### config.mk
export PLATFORM = sky130hd
export DESIGN_NAME = pixel_frame_sequencer
export DESIGN_NICKNAME = d
export VERILOG_FILES = /design/src/rtl/pixel_seq_pkg.sv /design/src/rtl/pixel_reg_slice.sv /design/src/rtl/pixel_frame_sequencer.sv
export SDC_FILE = /design/constraint.sdc
export NUM_CORES = 1
export LEC_CHECK = 0
export BUFFER_PORTS_ARGS = -buffer_cell sky130_fd_sc_hd__buf_2
export CAP_MARGIN = 20
export CORE_MARGIN = 2
export CORE_UTILIZATION = 35
export DETAILED_ROUTE_END_ITERATION = 7
export HOLD_SLACK_MARGIN = 0.05
export PLACE_DENSITY = 0.64
export SLEW_MARGIN = 10
export SYNTH_ARGS = -nofsm -noshare
export SYNTH_HDL_FRONTEND = slang
export SYNTH_SLANG_ARGS = --single-unit
### constraint.sdc
create_clock -name clk -period 2.6 [get_ports clk]
set_input_delay 0.26 -clock clk [delete_from_list [all_inputs] [get_ports clk]]
set_output_delay 0.26 -clock clk [all_outputs]
set_load 0.005 [all_outputs]
### src/rtl/pixel_seq_pkg.sv
// Shared types and default widths for the pixel frame sequencer.
// The optional inter-line blanking gap is enabled with SEQ_LINE_GAP_EN.
package pixel_seq_pkg;

    localparam int DATA_W = 64;
    localparam int COLS_W = 12;
    localparam int ROWS_W = 12;
    localparam int GAP_W  = 8;
    localparam int FCNT_W = 16;

    typedef enum logic [1:0] {
        IDLE   = 2'd0,
        STREAM = 2'd1,
        GAP    = 2'd2
    } seq_state_e;

    typedef struct packed {
        logic sof;
        logic eol;
        logic eof;
    } seq_flags_t;

endpackage

### src/rtl/pixel_reg_slice.sv
// Single-entry valid/ready output register carrying a beat and its frame flags.
// Accepts a new beat whenever it is empty or being drained in the same cycle.
module pixel_reg_slice #(
    parameter int DATA_W = pixel_seq_pkg::DATA_W
) (
    input  logic                      clk,
    input  logic                      rst_n,
    input  logic [DATA_W-1:0]         in_data_i,
    input  pixel_seq_pkg::seq_flags_t in_flags_i,
    input  logic                      in_valid_i,
    output logic                      in_ready_o,
    output logic [DATA_W-1:0]         out_data_o,
    output pixel_seq_pkg::seq_flags_t out_flags_o,
    output logic                      out_valid_o,
    input  logic                      out_ready_i
);
    import pixel_seq_pkg::*;

    logic [DATA_W-1:0] data_q, data_d;
    seq_flags_t        flags_q, flags_d;
    logic              valid_q, valid_d;

    assign in_ready_o = !valid_q || out_ready_i;

    // NOTE: every always_comb output gets a default first so no path can infer a latch.
    always_comb begin
        data_d  = data_q;
        flags_d = flags_q;
        valid_d = valid_q;
        if (in_ready_o) begin
            valid_d = in_valid_i;
            if (in_valid_i) begin
                data_d  = in_data_i;
                flags_d = in_flags_i;
            end
        end
    end

    // NOTE: the data register is reset too, because the sink must see m_data=0 out of reset.
    always_ff @(posedge clk or negedge rst_n) begin
        if (!rst_n) begin
            // NOTE: sequential state uses non-blocking assignments so all registers update together.
            data_q  <= '0;
            flags_q <= '0;
            valid_q <= 1'b0;
        end else begin
            data_q  <= data_d;
            flags_q <= flags_d;
            valid_q <= valid_d;
        end
    end

    assign out_data_o  = data_q;
    assign out_flags_o = flags_q;
    assign out_valid_o = valid_q;

endmodule

### src/rtl/pixel_frame_sequencer.sv
// Gates a pixel beat stream into frames of cfg_rows x cfg_cols and tags SOF/EOL/EOF.
// Define SEQ_LINE_GAP_EN to add the cfg_gap port and inter-line blanking state.
module pixel_frame_sequencer #(
    parameter int DATA_W = pixel_seq_pkg::DATA_W,
    parameter int COLS_W = pixel_seq_pkg::COLS_W,
    parameter int ROWS_W = pixel_seq_pkg::ROWS_W
) (
    input  logic              clk,
    input  logic              rst_n,
    input  logic [COLS_W-1:0] cfg_cols,
    input  logic [ROWS_W-1:0] cfg_rows,
    input  logic              cfg_continuous,
`ifdef SEQ_LINE_GAP_EN
    input  logic [7:0]        cfg_gap,
`endif
    input  logic              start,
    input  logic              stop,
    input  logic [DATA_W-1:0] s_data,
    input  logic              s_valid,
    output logic              s_ready,
    output logic [DATA_W-1:0] m_data,
    output logic              m_valid,
    input  logic              m_ready,
    output logic              m_sof,
    output logic              m_eol,
    output logic              m_eof,
    output logic              busy,
    output logic [15:0]       frame_cnt,
    output logic              err_cfg
);
    import pixel_seq_pkg::*;

    seq_state_e        state_q, state_d;
    logic [COLS_W-1:0] col_q, col_d, cols_q, cols_d;
    logic [ROWS_W-1:0] row_q, row_d, rows_q, rows_d;
    logic              cont_q, cont_d;
    logic              stop_pend_q, stop_pend_d;
    logic [15:0]       frame_cnt_q, frame_cnt_d;
    logic              err_q, err_d;
`ifdef SEQ_LINE_GAP_EN
    logic [7:0]        gap_q, gap_d;
    logic [7:0]        gap_cnt_q, gap_cnt_d;
`endif

    logic       slice_in_ready;
    logic       accept;
    seq_flags_t beat_flags;
    seq_flags_t out_flags;

    assign s_ready = (state_q == STREAM) && slice_in_ready;
    assign accept  = s_valid && s_ready;

    always_comb begin
        beat_flags.sof = (col_q == '0) && (row_q == '0);
        beat_flags.eol = (col_q == cols_q - COLS_W'(1));
        beat_flags.eof = beat_flags.eol && (row_q == rows_q - ROWS_W'(1));
    end

    always_comb begin
        state_d     = state_q;
        col_d       = col_q;
        row_d       = row_q;
        cols_d      = cols_q;
        rows_d      = rows_q;
        cont_d      = cont_q;
        stop_pend_d = stop_pend_q;
        frame_cnt_d = frame_cnt_q;
        err_d       = 1'b0;
`ifdef SEQ_LINE_GAP_EN
        gap_d       = gap_q;
        gap_cnt_d   = gap_cnt_q;
`endif
        case (state_q)
            IDLE: begin
                if (start) begin
                    if ((cfg_cols != '0) && (cfg_rows != '0)) begin
                        cols_d      = cfg_cols;
                        rows_d      = cfg_rows;
                        cont_d      = cfg_continuous;
                        col_d       = '0;
                        row_d       = '0;
                        // A stop arriving with start limits the run to one frame.
                        stop_pend_d = stop;
`ifdef SEQ_LINE_GAP_EN
                        gap_d       = cfg_gap;
`endif
                        state_d     = STREAM;
                    end else begin
                        err_d = 1'b1;
                    end
                end
            end
            STREAM: begin
                if (stop) stop_pend_d = 1'b1;
                if (accept) begin
                    if (beat_flags.eol) begin
                        col_d = '0;
                        if (beat_flags.eof) begin
                            row_d       = '0;
                            frame_cnt_d = frame_cnt_q + 16'd1;
                            if (!cont_q || stop_pend_q || stop) begin
                                state_d     = IDLE;
                                stop_pend_d = 1'b0;
                            end
                        end else begin
                            row_d = row_q + ROWS_W'(1);
`ifdef SEQ_LINE_GAP_EN
                            if (gap_q != 8'd0) begin
                                state_d   = GAP;
                                gap_cnt_d = gap_q;
                            end
`endif
                        end
                    end else begin
                        col_d = col_q + COLS_W'(1);
                    end
                end
            end
`ifdef SEQ_LINE_GAP_EN
            GAP: begin
                if (stop) stop_pend_d = 1'b1;
                if (gap_cnt_q <= 8'd1) begin
                    state_d = STREAM;
                end else begin
                    gap_cnt_d = gap_cnt_q - 8'd1;
                end
            end
`endif
            default: state_d = IDLE;
        endcase
    end

    always_ff @(posedge clk or negedge rst_n) begin
        if (!rst_n) begin
            state_q     <= IDLE;
            col_q       <= '0;
            row_q       <= '0;
            cols_q      <= '0;
            rows_q      <= '0;
            cont_q      <= 1'b0;
            stop_pend_q <= 1'b0;
            frame_cnt_q <= '0;
            err_q       <= 1'b0;
`ifdef SEQ_LINE_GAP_EN
            gap_q       <= '0;
            gap_cnt_q   <= '0;
`endif
        end else begin
            state_q     <= state_d;
            col_q       <= col_d;
            row_q       <= row_d;
            cols_q      <= cols_d;
            rows_q      <= rows_d;
            cont_q      <= cont_d;
            stop_pend_q <= stop_pend_d;
            frame_cnt_q <= frame_cnt_d;
            err_q       <= err_d;
`ifdef SEQ_LINE_GAP_EN
            gap_q       <= gap_d;
            gap_cnt_q   <= gap_cnt_d;
`endif
        end
    end

    pixel_reg_slice #(
        .DATA_W (DATA_W)
    ) u_out_slice (
        .clk         (clk),
        .rst_n       (rst_n),
        .in_data_i   (s_data),
        .in_flags_i  (beat_flags),
        .in_valid_i  (accept),
        .in_ready_o  (slice_in_ready),
        .out_data_o  (m_data),
        .out_flags_o (out_flags),
        .out_valid_o (m_valid),
        .out_ready_i (m_ready)
    );

    assign m_sof     = out_flags.sof;
    assign m_eol     = out_flags.eol;
    assign m_eof     = out_flags.eof;
    assign busy      = (state_q != IDLE) || m_valid;
    assign frame_cnt = frame_cnt_q;
    assign err_cfg   = err_q;

endmodule

==> run summary, run 1 <==
The flow ran to the end, but the final reports show violations. The checks that failed: negative setup slack. The number of cells on the worst reg-to-reg path came out at 7. The hold path depth came out at 3. The fraction of layout cells with a size suffix above 1 is 0.4643. The startpoint of the tightest hold check path is cfg_cols[0].

The routed wire length per instance is 15.14 microns. The die is 141.3 microns tall. The number of global-route vias before repair is 4961. The count of vias placed by the detailed router came out at 5241.

The maximum fanout along the worst path is 8. The number of buffers created by CTS is 17. The I/O pin count is 182. The starting density of the core is 0.3549.

The post-synthesis sequential area ratio came out at 0.5160. The final count of hold timing violations was 0. The number of antenna violations at the first check in global routing came out at 1. The post-synthesis to final-layout area growth is 34.26%. Setup slack on the critical path of the routed design comes to -0.01237 ns. Synthesis handed over a netlist of 575 instances. The time the final worst path needs with I/O delays and setup came out at 2.612 ns. The required time at the worst-slack endpoint came out at 2.90 ns. The end point of the most critical hold path is cols_q[0]. The TritonCTS clock tree is yes. The worst setup slack before clock tree synthesis came out at -0.02731 ns. Dividing total power by cell area gives a power density of 635.7 mW/mm^2. The root buffer cell chosen for the clock tree is sky130_fd_sc_hd__clkbuf_16.

Static timing analysis puts the maximum clock frequency at 382.8 MHz. The transition at the pin with the smallest max-transition slack came out at 0.6197 ns. Traced cell by cell, the critical path runs through or4_4 > or4_4 > o32a_1 > nand2_2 > and3_4 > or3b_4 > xnor2_1.

The global-route usage over all layers is 0.1597. The count of unresolved DRC violations after routing is 0. The tree built by TritonCTS fans out to 136 sinks. The maximum level of the CTS H-tree came out at 4.

The power share of the sequential group is 0.442. The placer's final routability congestion estimate is 0.8833. At the later pin of the worst-skew pair, clock insertion delay measures 0.41 ns. Entering global routing, the biggest net connects 68 pins. The post-detailed-route via-to-cell ratio is 5.011. The core footprint is 0.01858 sq mm. In the final design database the tool counted 901 nets. After clock tree synthesis, the clock-pin slew on the worst setup and hold paths is 0.06 ns. Between clock sinks in the finished design, the worst skew comes to 0.008207 ns.

Each instance of the synthesized netlist takes up on average 11.47 sq um. For this run, the share of the core covered by cells in the final layout is 0.4766. The half-perimeter wire length after placement is 11.57 mm. The total nets after synthesis came out at 677. The worst-case IR drop observed on VDD is 463.8 uV. The ratio of final minimum period to clock period is 1.005. The synthesized cell area is 0.006595 sq mm.

The endpoint identified for the worst register-to-register timing path is frame_cnt[2]. The proportion of register bits with asynchronous set or reset after synthesis came out at 1.000. The routed wire length came out at 15.83 mm. The total number of placement rows came out at 50. The type of element launching the critical path is a register. The critical path is of the reg2reg type.

Leaving out fill and tap cells, the most frequent cell in the layout is sky130_fd_sc_hd__buf_2. The total count of max-transition violations in the final report came out at 0. The internal power of the cells totals 4117 uW. The number of antenna diodes in the final layout is 0.

The worst setup path is captured at a register. After global routing the overflow that remains totals 0. The type of the tightest min-delay check is in2reg. The library cells used most frequently in the layout, excluding fill and tap cells, are sky130_fd_sc_hd__buf_2, sky130_fd_sc_hd__dfrtp_1, sky130_fd_sc_hd__mux2_2, sky130_fd_sc_hd__buf_4, sky130_fd_sc_hd__xnor2_1. The horizontal die dimension is 141.3 microns. The post-detailed-route count of antenna-violating nets came out at 0. The register-to-register path setup slack came out at -0.01 ns. The number of optimization iterations in the first detailed-route pass is 4. In this run the power spent charging and discharging nets is 1512 uW.

The most numerous cell on the critical path is sky130_fd_sc_hd__or4_4. The cell with the largest stage delay on the worst path is sky130_fd_sc_hd__or4_4. The worst relative slew slack is 0.5869.

The leakage power came out at 0.004207 uW. The number of enable-type register cells in the synthesized netlist came out at 0. Setup repair after global routing could not meet its margin everywhere.

The combinational power share is 0.143. In the synthesized netlist the dominant register cell turns out to be sky130_fd_sc_hd__dfrtp_1. The total setup violations reported at the end of the flow came out at 1. The synthesized netlist contains 60 unique library cells.

The proportion of total power due to net switching is 0.2687. In this run the deepest clock path goes through 2 buffers. Of the total power, the clock network draws 0.416. The signal arrival time at the worst endpoint came out at 2.91 ns. In this run the critical register-to-register path is launched from cols_q[3]. The number of buffer cells added on primary ports came out at 181. The max-capacitance violation count is 0. The post-synthesis register bit count is 136. The wire length of the first global-routing pass is 25.59 mm. Final hold analysis gives a worst-case slack of 0.06793 ns. The number of warnings printed during yosys synthesis is 0. The largest stage delay on the critical path is 0.59 ns. The number of design-rule violations left by the first detailed-router iteration is 206.

The overall die area is 0.01996 sq mm.
power groups by stage:
| stage | combinational, uW | clock (uW) | sequential, uW |
|---|---|---|---|
| 4_1_cts | 803 | 2410 | 2490 |
| 3_3_place_gp | 783 | 0 | 2520 |
| 5_1_grt | 900 | 2500 | 2520 |
| 3_5_place_dp | 799 | 0 | 2520 |
| 2_1_floorplan | 405 | 0 | 2510 |
| 6_report | 802 | 2340 | 2490 |
final cells by class:
type | instances | area (sq um)
sequential | 136 | 3405
clock buffer | 18 | 439.2
clock inverter | 14 | 138.9
fill | 1689 | 9726
inverter | 23 | 86.33
timing repair buffer | 233 | 1371
tap | 234 | 292.8
multi-input combinational | 388 | 3122
logic make-up after synthesis:
| family | Yosys count | synth area share |
|---|---|---|
| buffers and inverters | 51 | 0.03149 |
| AOI/OAI and AO/OA | 82 | 0.08462 |
| adders and majority gates | 7 | 0.01328 |
| and+or+nand+nor | 171 | 0.1531 |
| muxes | 83 | 0.1417 |
| DFF | 136 | 0.5160 |
| xor gates and xnor gates | 45 | 0.05976 |
flip-flops by register name, summed over array words and instances (netlist names), 3 cells and up:
register	count
col_q	12
cols_q	12
u_out_slice.out_flags_o	3
u_out_slice.out_data_o	64
row_q	12
rows_q	12
frame_cnt	16
worst max-delay path: cells and delay by family (launching register included):
kind                      cells  cell delay, ns
AOI/OAI and AO/OA             1            0.18
xor gates and xnor gates      1            0.13
and+or+nand+nor               5            1.82
DFF                           1            0.38
synthesized netlist by cell type (10+ instances only):
cell type	instances	area [sq um]
sky130_fd_sc_hd__nor4_1	12	75.07
sky130_fd_sc_hd__o21ai_0	16	80.08
sky130_fd_sc_hd__inv_1	23	86.33
sky130_fd_sc_hd__dfrtp_1	136	3403
sky130_fd_sc_hd__xnor2_1	32	280.3
sky130_fd_sc_hd__and3_1	20	125.1
sky130_fd_sc_hd__nand3_1	16	80.08
sky130_fd_sc_hd__mux2_2	83	934.7
sky130_fd_sc_hd__clkbuf_1	15	56.30
sky130_fd_sc_hd__nand2_1	31	116.4
sky130_fd_sc_hd__nor3_1	14	70.07
sky130_fd_sc_hd__nor2_1	10	37.54
sky130_fd_sc_hd__a31oi_1	21	131.4
sky130_fd_sc_hd__xor2_1	13	113.9
sky130_fd_sc_hd__nand3b_1	16	120.1
layer usage:
metal	up-vias	track usage	part of all wire
met1	2500	0.2246	0.47
met4	0	0.04737	0.012
li1	2551	-	-
met5	-	0	0
met2	176	0.2471	0.47
met3	14	0.03712	0.057
repair_timing:
item | 4_1_cts | 5_1_grt
resized for setup | 7 | 22
setup endpoints to repair | 10 | 34
hold endpoints to repair | 63 | 0
pin swaps | 6 | 13
hold buffers | 1 | 0
setup buffers | 2 | 2
worst max-delay path by stage:
stage | startpoint | to | slack (ns) | depth (start not counted)
global route | rows_q[1] | frame_cnt[8] | -0.09 | 12
global placement | rows_q[0] | frame_cnt[2] | 0.03 | 10
finish | cols_q[3] | frame_cnt[2] | -0.01 | 7
CTS | rows_q[0] | frame_cnt[2] | 0.002 | 10
floorplan | cols_q[0] | frame_cnt[2] | -0.05 | 10
detailed placement | rows_q[0] | frame_cnt[2] | -0.03 | 10
through the flow:
step                std cells  setup TNS, ns  instance area, sq um  total power [uW]
detailed placement       1010       -0.06033                  8118              3322
global placement         1010              0                  8118              3302
CTS                      1045              0                  8751              5696
floorplan                 575       -0.05321                  6631              2918
finish                   1046       -0.01237                  8855              5629
global route             1046         -1.183                  8855              5915
(Power assumes the default switching activity.)
==> run 2, diff against run 1 <==
--- a/config.mk
+++ b/config.mk
@@ -11,7 +11,7 @@
 export CORE_UTILIZATION = 35
 export DETAILED_ROUTE_END_ITERATION = 7
 export HOLD_SLACK_MARGIN = 0.05
-export PLACE_DENSITY = 0.64
+export PLACE_DENSITY = 0.67
 export SLEW_MARGIN = 10
 export SYNTH_ARGS = -nofsm -noshare
 export SYNTH_HDL_FRONTEND = slang
==> run 2 against run 1 <==
  * The run now ends clean
  * Core utilization is 0.26 points lower
  * Cell count fell by 0.48%
  * Register-to-register slack improved by 0.04 ns
  * Final area is 0.55% lower
  * First-iteration DRC count is 15% higher
  * Combinational power increased by 2%
  * Flip-flop and latch count did not move
  * Total power rose by 4.1%
  * Die area stayed put
  * Clock power up 9.4%
  * Via count up 1.6%
  * Critical path type unchanged
  * Largest cell class unchanged
==> run summary, run 2 (same netlist as run 1, synthesis figures left out) <==
The flow ran to the end, and the final reports show no timing, DRC or antenna violations. The post-synthesis to final-layout area growth is 33.52%. The starting density of the core came out at 0.3549 (unchanged). Setup repair after global routing could not meet its margin everywhere. The horizontal die dimension came out at 141.3 microns (unchanged). The core footprint came out at 0.01858 sq mm (unchanged). The largest stage delay on the critical path is 0.59 ns (about the same).

The worst relative slew slack came out at 0.5923 (+0.005429). The global-route usage over all layers came out at 0.1596 (about the same). The fraction of layout cells with a size suffix above 1 is 0.4486 (-0.01571).

The max-capacitance violation count is 0 (unchanged). The post-detailed-route count of antenna-violating nets is 0 (unchanged). The number of buffers created by CTS came to 17 (unchanged). The count of vias placed by the detailed router is 5325 (+1.6%).

The maximum level of the CTS H-tree is 4 (unchanged). The required time at the worst-slack endpoint is 2.89 ns (about the same). The critical path start-end classification is reg2reg. The root buffer cell chosen for the clock tree is sky130_fd_sc_hd__clkbuf_16.

The number of flip-flops in the largest register is 64 (unchanged). The number of optimization iterations in the first detailed-route pass came out at 5 (+1). The half-perimeter wire length after placement is 11.71 mm (+1.2%). The number of antenna violations at the first check in global routing is 0 (-1). The floorplan die height came out at 141.3 microns (unchanged).

The TritonCTS clock tree is yes. The power per unit of standard cell area was 665.5 mW/mm^2 (+4.7%). The leakage power is 0.004206 uW (about the same).

The clock input transition at the sequential cells of the worst setup and hold paths came out at 0.06 ns (about the same). The type of element launching the critical path is a register. The maximum fanout along the worst path came out at 8 (unchanged). The worst setup path is captured at a register. The maximum vdd drop was 427.1 uV (-7.9%). The post-detailed-route via-to-cell ratio came to 5.115 (+2.1%).

The routed wire length per instance came out at 15.41 microns (+1.8%). The post-route clock skew is 0.008437 ns (+0.0002294 ns). The time the final worst path needs with I/O delays and setup is 2.570 ns (-0.04282 ns). The number of design-rule violations left by the first detailed-router iteration came out at 237 (+15%). The critical path goes through or4_4 > or4_1 > o32a_1 > nand2_2 > and3_4 > or3b_1 > xnor2_1. The clock latency on the worst-skew pair is 0.41 ns (about the same). The number of buffer cells added on primary ports is 181 (unchanged). The library cell used most frequently in the layout, excluding fill and tap cells, is sky130_fd_sc_hd__buf_2. The count of nets after finishing is 897 (-0.44%). The I/O pin count is 182 (unchanged). The total setup violations reported at the end of the flow came out at 0 (-1).

The number of global-route vias before repair is 5113 (+3.1%). The worst hold margin is 0.07993 ns (+0.01200 ns). The count of unresolved DRC violations after routing is 0 (unchanged). The final count of hold timing violations came out at 0 (unchanged). The wire length of the first global-routing pass came out at 25.83 mm (+0.97%).

The sum of internal, switching and leakage power is 5861 uW (+4.1%). The transition at the pin with the smallest max-transition slack is 0.6116 ns (-0.008143 ns). The pin count of the biggest net entering global routing came out at 67 (-1.5%). The total number of placement rows came out at 50 (unchanged). The ratio of final minimum period to clock period came out at 0.9883 (-0.01647). The sum of overflow across all layers after global routing is 0 (unchanged). The maximum clock frequency is 389.2 MHz (+1.7%). The fraction of the core area covered by cells at the end of the flow is 0.4739 (-0.002627). The placer's final routability congestion estimate came out at 0.8728 (-1.2%). The clock sink count came to 136 (unchanged). The routed wire length is 16.04 mm (+1.3%). The library cells used most frequently in the layout, excluding fill and tap cells, are sky130_fd_sc_hd__buf_2, sky130_fd_sc_hd__dfrtp_1, sky130_fd_sc_hd__mux2_2, sky130_fd_sc_hd__buf_4, sky130_fd_sc_hd__xnor2_1. The total count of max-transition violations in the final report is 0 (unchanged). The maximum count of clock buffers along a single path is 2 (unchanged). The signal arrival time at the worst endpoint is 2.86 ns (-0.05 ns). The count of antenna diodes in the layout came to 0 (unchanged). The overall die area came out at 0.01996 sq mm (unchanged). For this design, the slowest cell found on the critical path is sky130_fd_sc_hd__or4_4.

The worst hold path belongs to the class in2reg.
[run 2: cell types whose count changed in the layout (fill, tap and decap cells not counted), sizes merged]
| cell | delta |
|---|---|
| buf | -4 |
| inv | -2 |
| clkbuf | -1 |
| clkinv | +3 |
| clkinvlp | -4 |
| bufinv | +3 |
[run 2: per-layer routing]
| layer | GRT usage | vias to the layer above | share of wire |
|---|---|---|---|
| li1 | - | 2538 | - |
| met5 | 0 | - | 0 |
| met2 | 0.2537 | 169 | 0.47 |
| met4 | 0.03632 | 0 | 0.0093 |
| met1 | 0.2226 | 2605 | 0.47 |
| met3 | 0.03814 | 13 | 0.054 |
[run 2: power by group]
group | switching (uW) | leakage [uW] | internal (uW)
Sequential | 155 | 0.00167 | 2330
Clock | 948 | 0.000301 | 1610
Combinational | 385 | 0.00224 | 435
[run 2: through the flow]
step              TNS, ns  worst slack (ns)  std cells  cell area (sq um)
4_1_cts                 0           0.01127       1038               8725
3_5_place_dp   -0.0003484        -0.0003484       1006               8075
5_1_grt            -1.184           -0.1279       1041               8806
2_1_floorplan    -0.05321          -0.05321        575               6631
6_report                0           0.03045       1041               8806
3_3_place_gp            0           0.05843       1006               8075
[run 2: cell type report]
type	count	area [sq um]
inverter	23	86.33
fill	1717	9774
timing repair buffer	229	1335
tap	234	292.8
sequential	136	3403
clock buffer	17	425.4
multi-input combinational	388	3065
clock inverter	14	197.7
[run 2: worst paths after layout]
kind                          startpoint                          to  slack (ns)  cells after the start
max reg2reg                    cols_q[6]                frame_cnt[2]        0.03                      7
min reg2reg                frame_cnt[15]               frame_cnt[15]        0.47                      1
max in group asynchronous          rst_n  u_out_slice.out_data_o[15]        1.39                      3
max                            cols_q[6]                frame_cnt[2]        0.03                      7
min                           s_data[49]  u_out_slice.out_data_o[49]        0.08                      2
min in group asynchronous          rst_n   u_out_slice.out_data_o[2]        0.41                      2
[run 2: repair_timing]
| action | CTS | global route |
|---|---|---|
| pin swaps | 2 | 8 |
| endpoints found under the hold margin | 61 | 0 |
| gates resized for setup | 3 | 15 |
| hold buffers | 1 | 0 |
| endpoints found under the setup margin | 2 | 41 |
| gates cloned | 0 | 0 |
| setup buffers | 0 | 3 |
[run 2: critical path: cells and delay by family, from the launching register on]
family          cells  cell delay, ns
compound gates      1            0.18
xor+xnor            1            0.14
simple gates        5            1.75
flops               1            0.38
